===== src/rtl/mem_port_arbiter_pkg.sv =====
// Shared definitions for the IF/LS memory port arbiter: widths, access-length
// and owner encodings, and the arbiter state type.
package mem_port_arbiter_pkg;

    localparam int XLEN = 32;

    localparam logic [1:0] LEN_B = 2'd0;
    localparam logic [1:0] LEN_H = 2'd1;
    localparam logic [1:0] LEN_W = 2'd2;

    localparam logic OWN_IF = 1'b0;
    localparam logic OWN_LS = 1'b1;

    typedef enum logic [0:0] {
        ST_LS_PRIO = 1'b0,
        ST_IF_PRIO = 1'b1
    } arb_state_e;

    // A granted access expects a response only when it is a read
    function automatic logic expects_resp(input logic mem_en, input logic mem_we);
        return mem_en & ~mem_we;
    endfunction

endpackage


===== src/rtl/mem_port_arbiter_resp_pipe.sv =====
// READ_LAT-deep {valid, owner} delay line that tracks which requester owns
// each read returning from the memory macro.
module mem_resp_pipe
    import mem_port_arbiter_pkg::*;
#(
    parameter int DEPTH = 1
) (
    input  logic clk,
    input  logic rstn,
    input  logic in_valid,
    input  logic in_owner,
    output logic out_valid,
    output logic out_owner
);

    logic [DEPTH-1:0] valid_r;
    logic [DEPTH-1:0] owner_r;

    // Shift one stage per cycle; reset drops every read still in flight
    always_ff @(posedge clk or negedge rstn) begin
        if (!rstn) begin
            valid_r <= '0;
            owner_r <= '0;
        end else begin
            valid_r[0] <= in_valid;
            owner_r[0] <= in_owner;
            for (int i = 1; i < DEPTH; i++) begin
                valid_r[i] <= valid_r[i-1];
                owner_r[i] <= owner_r[i-1];
            end
        end
    end

    assign out_valid = valid_r[DEPTH-1];
    assign out_owner = owner_r[DEPTH-1];

endmodule


===== src/rtl/mem_port_arbiter.sv =====
// Arbitrates one single-ported data memory between instruction fetch and
// load/store, LS first with a starvation guard that periodically lets IF through.
module mem_port_arbiter
    import mem_port_arbiter_pkg::*;
#(
    parameter int XLEN       = mem_port_arbiter_pkg::XLEN,
    parameter int READ_LAT   = 1,
    parameter int MAX_STARVE = 4
) (
    input  logic            clk,
    input  logic            rstn,
    input  logic            i_if_req,
    input  logic [XLEN-1:0] i_if_addr,
    output logic            o_if_gnt,
    output logic            o_if_rvalid,
    output logic [XLEN-1:0] o_if_rdata,
    input  logic            i_ls_req,
    input  logic            i_ls_we,
    input  logic [XLEN-1:0] i_ls_addr,
    input  logic [XLEN-1:0] i_ls_wdata,
    input  logic [1:0]      i_ls_len,
    output logic            o_ls_gnt,
    output logic            o_ls_rvalid,
    output logic [XLEN-1:0] o_ls_rdata,
    output logic            o_mem_en,
    output logic            o_mem_we,
    output logic [XLEN-1:0] o_mem_addr,
    output logic [XLEN-1:0] o_mem_wdata,
    output logic [1:0]      o_mem_len,
    input  logic [XLEN-1:0] i_mem_rdata
);

    localparam logic [3:0] STARVE_LIMIT = 4'(MAX_STARVE - 1);

    arb_state_e state_r;
    arb_state_e state_nxt_s;
    logic [3:0] starve_cnt_r;
    logic [3:0] starve_cnt_nxt_s;
    logic       if_gnt_s;
    logic       ls_gnt_s;
    logic       tail_valid_s;
    logic       tail_owner_s;

    // Arbiter state and starvation counter
    always_ff @(posedge clk or negedge rstn) begin
        if (!rstn) begin
            state_r      <= ST_LS_PRIO;
            starve_cnt_r <= 4'd0;
        end else begin
            state_r      <= state_nxt_s;
            starve_cnt_r <= starve_cnt_nxt_s;
        end
    end

    // Grant selection and next-state; nothing is granted while reset is held
    always_comb begin
        if_gnt_s         = 1'b0;
        ls_gnt_s         = 1'b0;
        state_nxt_s      = state_r;
        starve_cnt_nxt_s = starve_cnt_r;
        if (!rstn) begin
            state_nxt_s      = ST_LS_PRIO;
            starve_cnt_nxt_s = 4'd0;
        end else begin
            case (state_r)
                ST_LS_PRIO: begin
                    if (i_if_req && i_ls_req) begin
                        ls_gnt_s = 1'b1;
                        // Last LS win IF tolerates: hand priority over next cycle
                        if (starve_cnt_r == STARVE_LIMIT) begin
                            state_nxt_s      = ST_IF_PRIO;
                            starve_cnt_nxt_s = 4'd0;
                        end else begin
                            starve_cnt_nxt_s = starve_cnt_r + 4'd1;
                        end
                    end else if (i_if_req) begin
                        if_gnt_s         = 1'b1;
                        starve_cnt_nxt_s = 4'd0;
                    end else if (i_ls_req) begin
                        ls_gnt_s         = 1'b1;
                        starve_cnt_nxt_s = 4'd0;
                    end else begin
                        starve_cnt_nxt_s = 4'd0;
                    end
                end
                ST_IF_PRIO: begin
                    if (i_if_req) begin
                        if_gnt_s = 1'b1;
                    end else if (i_ls_req) begin
                        ls_gnt_s = 1'b1;
                    end else begin
                        if_gnt_s = 1'b0;
                    end
                    state_nxt_s      = ST_LS_PRIO;
                    starve_cnt_nxt_s = 4'd0;
                end
                default: begin
                    state_nxt_s      = ST_LS_PRIO;
                    starve_cnt_nxt_s = 4'd0;
                end
            endcase
        end
    end

    // Memory port mux; idle cycles drive all-zero fields
    always_comb begin
        o_mem_en    = if_gnt_s | ls_gnt_s;
        o_mem_we    = 1'b0;
        o_mem_addr  = '0;
        o_mem_wdata = '0;
        o_mem_len   = LEN_B;
        if (if_gnt_s) begin
            o_mem_addr = i_if_addr;
            o_mem_len  = LEN_W;
        end else if (ls_gnt_s) begin
            o_mem_we    = i_ls_we;
            o_mem_addr  = i_ls_addr;
            o_mem_wdata = i_ls_wdata;
            o_mem_len   = i_ls_len;
        end else begin
            o_mem_we = 1'b0;
        end
    end

    mem_resp_pipe #(
        .DEPTH (READ_LAT)
    ) u_resp_pipe (
        .clk       (clk),
        .rstn      (rstn),
        .in_valid  (expects_resp(o_mem_en, o_mem_we)),
        .in_owner  (ls_gnt_s ? OWN_LS : OWN_IF),
        .out_valid (tail_valid_s),
        .out_owner (tail_owner_s)
    );

    assign o_if_gnt    = if_gnt_s;
    assign o_ls_gnt    = ls_gnt_s;
    assign o_if_rvalid = tail_valid_s & (tail_owner_s == OWN_IF);
    assign o_ls_rvalid = tail_valid_s & (tail_owner_s == OWN_LS);
    assign o_if_rdata  = i_mem_rdata;
    assign o_ls_rdata  = i_mem_rdata;

endmodule

===== config.mk =====
export PLATFORM = sky130hd
export DESIGN_NAME = mem_port_arbiter
export DESIGN_NICKNAME = d
export VERILOG_FILES = /design/src/rtl/mem_port_arbiter_pkg.sv /design/src/rtl/mem_port_arbiter_resp_pipe.sv /design/src/rtl/mem_port_arbiter.sv
export SDC_FILE = /design/constraint.sdc
export NUM_CORES = 1
export LEC_CHECK = 0
export CORE_AREA = 5 5 102 104
export CTS_BUF_LIST = sky130_fd_sc_hd__clkbuf_4 sky130_fd_sc_hd__clkbuf_8
export DETAILED_ROUTE_END_ITERATION = 12
export DIE_AREA = 0 0 107 109
export GPL_TIMING_DRIVEN = 0
export PLACE_DENSITY = 0.69
export SYNTH_ARGS = -nofsm -noshare
export SYNTH_HDL_FRONTEND = slang
export SYNTH_SLANG_ARGS = --single-unit

===== constraint.sdc =====
create_clock -name clk -period 2.1 [get_ports clk]
set_clock_uncertainty 0.1 [all_clocks]
set_input_delay 0.63 -clock clk [delete_from_list [all_inputs] [get_ports clk]]
set_output_delay 0.63 -clock clk [all_outputs]
set_load 0.01 [all_outputs]

==> reports/metrics.csv, run 1 <==
stage,metric,value,unit
outcome,status,finished with violations,
outcome,failing checks,setup timing,
worst_setup_path,worst r2r path cells,5,
sta,Worst slew margin,0.859,
worst_setup_path,Startpoint Class,input pin,
pwr,Total Power,1.12,mW
cells_and_area,final instance area,4190,sq um
routing,metal3 WL,981,um
logic_synthesis,Synthesized Nets,307,
pwr,VDD IR-drop max,0.000398,V
routing,Pre-Repair DR Iteration Count,3,
routing,top layer in use,met4,
routing,met2 WL,4480,um
clocking,CTS Buffer Depth,2,
sta,max-slew violation count,0,
logic_synthesis,Seq cells post-synth,7,
pwr,Pwr Density,267,nW/um^2
placed_design,port bufs,238,
sta,worst-margin pin slew,211,ps
grt,initial antenna violation count,0,
cells_and_area,layout cells sized above 1,0.457,
clocking,CTS tree,yes,
floorplanning,DIE AREA,11700,sq um
grt,GRT Overall Usage,0.124,
logic_synthesis,unique cell type count in the Yosys netlist,21,
worst_setup_path,R2R Path Start,state_r$_DFF_PN0_,
worst_setup_path,CP Launch Point,rstn,
routing,DRC Markers,0,
floorplanning,chip width,107,um
routing,Via-to-Cell Ratio,3.94,
cells_and_area,final core utilization,0.443,
placed_design,HPWL Detailed,6920,um
worst_hold_path,worst hold path class,in2async,
sta,unrepaired setup endpoints after global routing,true,
placed_design,placed inst area,3870,sq um
placed_design,Setup WS pre-CTS,-1660,ps
routing,DRT iter0 DRCs,68,
grt,largest net degree at the start of global routing,12,
cells_and_area,"Area growth, synth to finish",211,%
worst_setup_path,Worst EP arrival,1520,ps
sta,setup TNS,-7810,ps
sta,Period minus WS final,2250,ps
logic_synthesis,register area share after synthesis,0.130,
floorplanning,I/O pin count,271,
sta,fmax,444,MHz
sta,fin crit share,1.07,
routing,Antenna Nets Post-Route,0,
clocking,Worst-path clk slew,40,ps
cells_and_area,Final #Nets,566,
logic_synthesis,mapped cell area,1350,sq um
placed_design,gpl congestion,0.721,
worst_setup_path,critical path data required time,1370,ps
clocking,H-tree levels,1,
logic_synthesis,Syn Area/Cell,7.87,sq um
floorplanning,Initial Util,0.142,
worst_setup_path,reg2reg end,u_resp_pipe.out_valid$_DFF_PN0_,
floorplanning,core area,9460,sq um
logic_synthesis,Synth Instances,171,
worst_setup_path,CP endpoint kind,output port,
grt,vias in the first global route,2240,
routing,Routed WL,8090,um
sta,Hold Fails Final Rpt,0,
sta,hold_ws,71.4,ps
placed_design,placed cells,523,
worst_setup_path,largest fanout on the critical path,7,
routing,wire per inst,14.9,um
worst_setup_path,Setup crit end,o_mem_addr[18],
logic_synthesis,Yosys Warn Count,0,
clocking,TritonCTS Buffers,3,
cells_and_area,Non-Filler Instances,543,
sta,"Setup violations, final",66,
floorplanning,Rows,36,
sta,Final WS setup,-154,ps
clocking,Worst-Skew Late Latency,230,ps
grt,global route overflow,0,
routing,M1 WL,2590,um
clocking,Root Driver,clkbuf_8,
worst_setup_path,R2R setup slack,760,ps
pwr,Leak,1.99,nW
floorplanning,Die Span Y,109,um
worst_setup_path,type of the worst setup path,in2out,
routing,Vias,2137,
job,Max Cap Viol,0,
clocking,Sink Count,7,
cells_and_area,diodes inserted,0,
grt,global-route wire length before repair,11500,um
## area by class of cell
cell class	instances	area (sq um)
fill	929	5270
timing repair buffer	257	2510
multi-input combinational	88	723
buffer	71	586
sequential	7	175
tap	114	143
clock buffer	3	41.3
inverter	2	7.51
clock inverter	1	5.00
## kinds of logic (layout without fill, tap and decap cells)
group,Yosys count,count (layout),synth area share
flip-flops,7,7,0.130
AND/OR/NAND/NOR,48,48,0.211
AO/OA/AOI/OAI,38,38,0.242
adder cells (fa/ha/maj),1,1,0.00929
buffers and inverters,76,334,0.401
XOR/XNOR,1,1,0.00651
## power breakdown
| part | switching [mW] | total [mW] | internal (mW) |
|---|---|---|---|
| Clock | 0.0659 | 0.195 | 0.129 |
| Sequential | 0.00158 | 0.140 | 0.139 |
| Combinational | 0.242 | 0.781 | 0.538 |
## registers in the layout (all words and copies together) (netlist names)
| name | count |
|---|---|
| starve_cnt_r | 4 |
| u_resp_pipe.out_valid | 1 |
| u_resp_pipe.out_owner | 1 |
| state_r | 1 |
## worst min path at each step
stage                                end  slack (ps)                 startpoint  cells past startpoint
6_report               state_r$_DFF_PN0_          70                       rstn                      1
5_1_grt                state_r$_DFF_PN0_          60                       rstn                      1
4_1_cts                state_r$_DFF_PN0_          60                       rstn                      1
3_5_place_dp   starve_cnt_r[0]$_DFF_PN0_         370  starve_cnt_r[0]$_DFF_PN0_                      1
3_3_place_gp   starve_cnt_r[0]$_DFF_PN0_         350  starve_cnt_r[0]$_DFF_PN0_                      1
2_1_floorplan  starve_cnt_r[0]$_DFF_PN0_         230                       rstn                      0
## cell usage in the layout, fill, tap and decap left out
| cell | count |
|---|---|
| clkbuf_16 | 1 |
| nand2_1 | 1 |
| buf_4 | 69 |
| xor2_1 | 1 |
| and2_4 | 25 |
| nand4_1 | 1 |
| nor2b_1 | 1 |
| buf_6 | 37 |
| dlygate4sd2_1 | 1 |
| inv_1 | 1 |
| nor2_1 | 4 |
| dlymetal6s2s_1 | 1 |
| o21a_1 | 2 |
| nand3b_1 | 1 |
| clkbuf_8 | 3 |
| ha_1 | 1 |
| a22o_1 | 32 |
| clkdlybuf4s50_1 | 164 |
| dfrtp_1 | 7 |
| inv_2 | 1 |
| clkinv_2 | 1 |
| buf_12 | 2 |
| buf_8 | 12 |
| nor3b_1 | 1 |
| buf_2 | 39 |
| buf_16 | 2 |
| nand3_1 | 1 |
| and2_1 | 10 |
| a21boi_0 | 1 |
| nand2_4 | 2 |
| a21oi_1 | 1 |
| nand2b_1 | 1 |
| a21oi_4 | 2 |
## routing by layer
| layer | vias to the layer above | global-route usage |
|---|---|---|
| met4 | 0 | 0.0219 |
| li1 | 1030 | - |
| met1 | 955 | 0.123 |
| met3 | 4 | 0.0444 |
| met5 | - | 0 |
| met2 | 148 | 0.249 |
## what timing repair did
action                                  4_1_cts  5_1_grt
setup buffers                                13        1
hold endpoints to repair                      0        0
endpoints found under the setup margin       71       69
resized for setup                           369       45
pin swaps                                    43       20
hold buffers                                  0        0
cloned                                        6        1
## synthesized netlist by cell type
| library cell | instances | area [sq um] |
|---|---|---|
| nand3_1 | 1 | 5.00 |
| xor2_1 | 1 | 8.76 |
| and2_1 | 35 | 219 |
| buf_2 | 7 | 35.0 |
| nand2_1 | 3 | 11.3 |
| nand4_1 | 1 | 6.26 |
| a21oi_1 | 1 | 5.00 |
| clkbuf_2 | 2 | 10.0 |
| a21boi_0 | 1 | 7.51 |
| buf_4 | 65 | 488 |
| nor3b_1 | 1 | 7.51 |
| nor2b_1 | 1 | 6.26 |
| nor2_1 | 4 | 15.0 |
| a21oi_2 | 2 | 17.5 |
| a22o_1 | 32 | 280 |
| nand3b_1 | 1 | 7.51 |
| dfrtp_1 | 7 | 175 |
| nand2b_1 | 1 | 6.26 |
| inv_1 | 2 | 7.51 |
| ha_1 | 1 | 12.5 |
| o21a_1 | 2 | 15.0 |
## critical path: stages
cell and delay [ps]:
buf_12 100, nand2_4 50, a21oi_4 170, buf_12 180
buf_16 120, a22o_1 140, buf_2 140
No activity file was read; power rests on OpenSTA's default activity.
==> run 2, diff against run 1 <==
PLACE_DENSITY = 0.61   (was 0.69)
TNS_END_PERCENT = 20   (was default)
==> reports/metrics.csv, run 2 (synthesized netlist as in run 1, its figures left out) <==
stage,metric,value,unit,change
sta,Worst slew margin,0.857,,was 0.859
cells_and_area,max FFs per register,4,,unchanged
worst_setup_path,type of the worst setup path,in2out,,unchanged
worst_setup_path,CP Launch Point,rstn,,unchanged
grt,met1 Use GR,0.114,,was 0.123
routing,Antenna Nets Post-Route,0,,unchanged
clocking,H-tree levels,1,,unchanged
floorplanning,core area,9460,sq um,unchanged
worst_setup_path,R2R setup slack,850,ps,was 760 ps
grt,global routing's busiest layer,met2,,unchanged
pwr,VDD IR-drop max,0.000222,V,was 0.000398 V
cells_and_area,register name with the most flops,starve_cnt_r,,unchanged
grt,M2 GR Usage,0.250,,was 0.249
pwr,Leak,1.90,nW,was 1.99 nW
sta,fin crit share,1.11,,was 1.07
worst_setup_path,Worst EP arrival,1590,ps,was 1520 ps
clocking,Root Driver,clkbuf_8,,unchanged
worst_setup_path,Startpoint Class,input pin,,unchanged
clocking,Worst-Skew Late Latency,230,ps,about the same
routing,Pre-Repair DR Iteration Count,2,,was 3
worst_setup_path,largest fanout on the critical path,8,,was 7
cells_and_area,layout cells sized above 1,0.409,,was 0.457
floorplanning,Initial Util,0.142,,unchanged
grt,global-route wire length before repair,11400,um,was 11500 um
cells_and_area,Non-Filler Instances,547,,was 543
pwr,Pwr Density,267,nW/um^2,about the same
cells_and_area,most frequent cells in the layout,"clkdlybuf4s50_1, buf_4, buf_2, and2_1, a22o_1",,"was clkdlybuf4s50_1, buf_4, buf_2, buf_6, a22o_1"
routing,DRT iter0 DRCs,32,,was 68
cells_and_area,Final #Nets,570,,was 566
outcome,failing checks,setup timing,,unchanged
grt,GRT Overall Usage,0.123,,was 0.124
routing,Routed WL,8080,um,was 8090 um
placed_design,Setup WS pre-CTS,-1710,ps,was -1660 ps
placed_design,placed cells,523,,unchanged
grt,global routing usage on met3,0.0521,,was 0.0444
worst_setup_path,worst r2r path cells,4,,was 5
worst_setup_path,Setup crit end,o_mem_addr[5],,was o_mem_addr[18]
sta,worst-margin pin slew,214,ps,was 211 ps
placed_design,gpl congestion,0.710,,was 0.721
floorplanning,I/O pin count,271,,unchanged
worst_setup_path,critical path data required time,1370,ps,about the same
sta,max-slew violation count,0,,unchanged
worst_setup_path,reg2reg end,starve_cnt_r[0]$_DFF_PN0_,,was u_resp_pipe.out_valid$_DFF_PN0_
routing,wire per inst,14.8,um,was 14.9 um
sta,fmax,431,MHz,was 444 MHz
cells_and_area,final core utilization,0.429,,was 0.443
worst_setup_path,R2R Path Start,state_r$_DFF_PN0_,,unchanged
pwr,Total Power,1.08,mW,was 1.12 mW
cells_and_area,diodes inserted,0,,unchanged
job,Max Cap Viol,0,,unchanged
cells_and_area,"commonest non-fill, non-tap cell in the layout",clkdlybuf4s50_1,,unchanged
routing,Via-to-Cell Ratio,3.90,,was 3.94
floorplanning,Die Span Y,109,um,unchanged
grt,global route overflow,0,,unchanged
clocking,Sink Count,7,,unchanged
sta,Period minus WS final,2320,ps,was 2250 ps
cells_and_area,"Area growth, synth to finish",201,%,was 211%
routing,Vias,2135,,was 2137
grt,initial antenna violation count,0,,unchanged
clocking,CTS tree,yes,,unchanged
placed_design,port bufs,238,,unchanged
grt,vias in the first global route,2209,,was 2240
floorplanning,Rows,36,,unchanged
sta,setup TNS,-10970,ps,was -7810 ps
clocking,Worst-path clk slew,40,ps,about the same
clocking,cts-stage hold buffer count,0,,unchanged
worst_setup_path,CP endpoint kind,output port,,unchanged
routing,DRC Markers,0,,unchanged
sta,Hold Fails Final Rpt,0,,unchanged
sta,unrepaired setup endpoints after global routing,true,,unchanged
floorplanning,chip width,107,um,unchanged
grt,largest net degree at the start of global routing,12,,unchanged
worst_hold_path,worst hold path class,in2async,,unchanged
cells_and_area,Fillers,975,,was 929
sta,"Setup violations, final",68,,was 66
placed_design,HPWL Detailed,6970,um,was 6920 um
sta,Final WS setup,-221,ps,was -154 ps
floorplanning,DIE AREA,11700,sq um,unchanged
clocking,CTS Buffer Depth,2,,unchanged
outcome,status,finished with violations,,unchanged
clocking,TritonCTS Buffers,3,,unchanged
[run 2: cell type report]
class / instances / area (sq um) / area share
timing repair buffer: 258 / 2420 / 0.598
multi-input combinational: 88 / 663 / 0.164
buffer: 74 / 594 / 0.147
sequential: 7 / 175 / 0.0432
tap: 114 / 143 / 0.0352
clock buffer: 4 / 48.8 / 0.0120
inverter: 2 / 7.51 / 0.00185
[run 2: worst min-delay path by stage]
stage	slack, ps	cells past startpoint	endpoint
after floorplan	230	0	starve_cnt_r[0]$_DFF_PN0_
after global placement	350	1	starve_cnt_r[0]$_DFF_PN0_
after detailed placement	360	1	starve_cnt_r[0]$_DFF_PN0_
after CTS	200	2	starve_cnt_r[0]$_DFF_PN0_
after global routing	190	2	starve_cnt_r[0]$_DFF_PN0_
final	200	2	starve_cnt_r[0]$_DFF_PN0_
[run 2: report_power, final]
part           switching [mW]  internal (mW)
registers             0.00151          0.139
clock network          0.0598          0.144
logic                   0.233          0.507
[run 2: worst max-delay path, stage by stage]
cell	delay, ps
buf_12	110
nand2_4	70
a21oi_4	40
buf_6	130
buf_6	120
buf_12	130
a22o_1	230
buf_6	130
[run 2: per-layer routing]
metal / wire (um) / share of wire
met1: 2570 / 0.32
met2: 4490 / 0.56
met3: 996 / 0.12
met4: 24 / 0.0030
met5: 0 / 0
[run 2: timing repair]
| action | 4_1_cts | 5_1_grt |
|---|---|---|
| buffers inserted | 16 | 5 |
| pin swaps | 15 | 9 |
| cloned | 0 | 0 |
| gates resized for setup | 333 | 6 |
| endpoints found under the setup margin | 71 | 70 |
[run 2: metrics by stage]
step	hold WS, ps	cell area, sq um
floorplan	234	1350
global placement	351	3870
global route	189	4060
detailed placement	361	3870
finish	201	4060
CTS	196	4000
==> run 3, diff against run 2 <==
ABC_AREA = 1   (was default)
PLACE_DENSITY = 0.63   (was 0.61)
==> reports/metrics.csv, run 3 <==
stage,metric,value,unit,change
routing,Via-to-Cell Ratio,3.70,,was 3.90
pwr,Leak,2.34,nW,was 1.90 nW
floorplanning,Die Span Y,109,um,unchanged
cells_and_area,"commonest non-fill, non-tap cell in the layout",clkdlybuf4s50_1,,unchanged
cells_and_area,layout cells sized above 1,0.407,,was 0.409
placed_design,HPWL Detailed,7720,um,was 6970 um
cells_and_area,Non-Filler Instances,655,,was 547
grt,vias in the first global route,2424,,was 2209
placed_design,placed inst area,4030,sq um,was 3870 sq um
worst_setup_path,CP endpoint kind,output port,,unchanged
sta,Final WS setup,-158,ps,was -221 ps
logic_synthesis,register area share after synthesis,0.116,,was 0.130
worst_setup_path,type of the worst setup path,in2out,,unchanged
sta,fin crit share,1.08,,was 1.11
sta,Hold Fails Final Rpt,0,,unchanged
cells_and_area,"Area growth, synth to finish",193,%,was 201%
logic_synthesis,mapped cell area,1510,sq um,was 1350 sq um
floorplanning,core area,9460,sq um,unchanged
logic_synthesis,"top cells by count, synth","nand2_1, buf_4, inv_1",,"was buf_4, and2_1, a22o_1"
clocking,Worst-Skew Late Latency,230,ps,about the same
outcome,status,finished with violations,,unchanged
sta,"Setup violations, final",67,,was 68
placed_design,placed cells,630,,was 523
clocking,H-tree levels,1,,unchanged
logic_synthesis,Synth Flop Type,dfrtp_1,,unchanged
placed_design,gpl congestion,0.799,,was 0.710
sta,max-slew violation count,0,,unchanged
routing,DRT iter0 DRCs,86,,was 32
routing,DRC Markers,0,,unchanged
outcome,failing checks,setup timing,,unchanged
logic_synthesis,Async SR Flop Fraction,1.00,,unchanged
cells_and_area,final core utilization,0.467,,was 0.429
routing,wire per inst,14.0,um,was 14.8 um
grt,global route overflow,0,,unchanged
cells_and_area,most frequent cells in the layout,"clkdlybuf4s50_1, nand2_1, buf_4, buf_2, inv_1",,"was clkdlybuf4s50_1, buf_4, buf_2, and2_1, a22o_1"
grt,GRT Overall Usage,0.137,,was 0.123
routing,Antenna Nets Post-Route,0,,unchanged
pwr,VDD IR-drop max,0.000274,V,was 0.000222 V
routing,Pre-Repair DR Iteration Count,4,,was 2
routing,Vias,2422,,was 2135
worst_hold_path,worst hold path class,in2async,,unchanged
worst_setup_path,critical path data required time,1370,ps,about the same
clocking,cts-stage hold buffer count,0,,unchanged
grt,initial antenna violation count,0,,unchanged
grt,largest net degree at the start of global routing,11,,was 12
job,Max Cap Viol,0,,unchanged
sta,Period minus WS final,2260,ps,was 2320 ps
sta,setup TNS,-6010,ps,was -10970 ps
placed_design,port bufs,238,,unchanged
logic_synthesis,unique cell type count in the Yosys netlist,17,,was 21
cells_and_area,max FFs per register,4,,unchanged
routing,Routed WL,9180,um,was 8080 um
floorplanning,DIE AREA,11700,sq um,unchanged
clocking,Worst-path clk slew,40,ps,about the same
clocking,CTS Buffer Depth,2,,unchanged
worst_setup_path,Startpoint Class,input pin,,unchanged
logic_synthesis,share of the synthesized area in the top cell type,0.319,,was 0.362
floorplanning,chip width,107,um,unchanged
pwr,Pwr Density,261,nW/um^2,was 267 nW/um^2
cells_and_area,register name with the most flops,starve_cnt_r,,unchanged
pwr,Total Power,1.15,mW,was 1.08 mW
floorplanning,I/O pin count,271,,unchanged
logic_synthesis,Syn Area/Cell,5.42,sq um,was 7.87 sq um
sta,worst-margin pin slew,205,ps,was 214 ps
logic_synthesis,Synth Instances,278,,was 171
logic_synthesis,Post-synth EDFFs,0,,unchanged
logic_synthesis,Yosys Warn Count,0,,unchanged
logic_synthesis,top-count cell post-synth,nand2_1,,was buf_4
cells_and_area,diodes inserted,0,,unchanged
worst_setup_path,Worst EP arrival,1530,ps,was 1590 ps
floorplanning,Initial Util,0.159,,was 0.142
sta,Worst slew margin,0.862,,was 0.857
clocking,TritonCTS Buffers,3,,unchanged
logic_synthesis,largest area contributor in the netlist,buf_4,,unchanged
floorplanning,Rows,36,,unchanged
logic_synthesis,ranking of synthesized cells by area,"buf_4, nand2_1, dfrtp_1",,"was buf_4, a22o_1, and2_1"
sta,fmax,443,MHz,was 431 MHz
grt,global-route wire length before repair,12800,um,was 11400 um
worst_setup_path,largest fanout on the critical path,9,,was 8
cells_and_area,Final #Nets,678,,was 570
clocking,Root Driver,clkbuf_8,,unchanged
clocking,Sink Count,7,,unchanged
clocking,CTS tree,yes,,unchanged
cells_and_area,final instance area,4420,sq um,was 4060 sq um
sta,unrepaired setup endpoints after global routing,true,,unchanged
logic_synthesis,Seq cells post-synth,7,,unchanged
logic_synthesis,Synthesized Nets,414,,was 307
cells_and_area,Fillers,976,,was 975
## run 3: area by class of cell
class,instances,area (sq um),area share
buffer,71,574,0.130
clock buffer,4,48.8,0.0110
inverter,41,166,0.0376
multi-input combinational,157,812,0.184
sequential,7,176,0.0399
tap,114,143,0.0323
timing repair buffer,261,2500,0.566
## run 3: timing repair
item                       CTS  global route
pin swaps                   14            14
gates resized for setup    361            59
setup buffers               14             3
gates cloned                 6             2
setup endpoints to repair   71            69
## run 3: kinds of logic after synthesis
kind of cell	count (synthesis)	share of synthesized area
AND/OR/NAND/NOR	153	0.390
buffers and inverters	114	0.463
flip-flops	7	0.116
AO/OA/AOI/OAI	2	0.0166
XOR/XNOR	1	0.00581
adder cells (fa/ha/maj)	1	0.00830
## run 3: critical path: stages
cell and delay [ps]:
buf_12 90, nand2_4 50, a21oi_4 150, buf_12 170, inv_12 50, buf_6 130, nor2_1 80, buf_2 150
## run 3: path summary, 6_finish.rpt
path / from / endpoint / slack (ps) / cells after the start
min reg2reg: starve_cnt_r[0]$_DFF_PN0_ / starve_cnt_r[0]$_DFF_PN0_ / 390 / 1
max reg2reg: state_r$_DFF_PN0_ / u_resp_pipe.out_owner$_DFF_PN0_ / 910 / 4
min in group clk: starve_cnt_r[0]$_DFF_PN0_ / starve_cnt_r[0]$_DFF_PN0_ / 390 / 1
max: rstn / o_mem_wdata[6] / -160 / 8
min: rstn / starve_cnt_r[1]$_DFF_PN0_ / 190 / 2
max in group asynchronous: rstn / state_r$_DFF_PN0_ / 1500 / 3
## run 3: per-stage QoR
stage,hold slack [ps],setup slack (ps)
3_5_place_dp,380,-1580
3_3_place_gp,373,-1540
4_1_cts,190,-149
6_report,195,-158
2_1_floorplan,234,65.1
5_1_grt,200,-193
## run 3: power breakdown
| group | internal [mW] | total [mW] | leakage, nW | switching, mW |
|---|---|---|---|---|
| Sequential | 0.139 | 0.141 | 0.0928 | 0.00215 |
| Clock | 0.144 | 0.200 | 0.0262 | 0.0561 |
| Combinational | 0.521 | 0.811 | 2.22 | 0.290 |
| Total | 0.804 | 1.15 | 2.34 | 0.348 |
## run 3: layer usage
layer  part of all wire  routed length, um  vias to the layer above  GRT usage
li1                   -                  -                     1261          -
met1               0.35               3250                     1036      0.143
met2               0.54               4960                      121      0.270
met3               0.10                937                        4     0.0450
met4             0.0041                 38                        0     0.0192
met5                  0                  0                        -          0
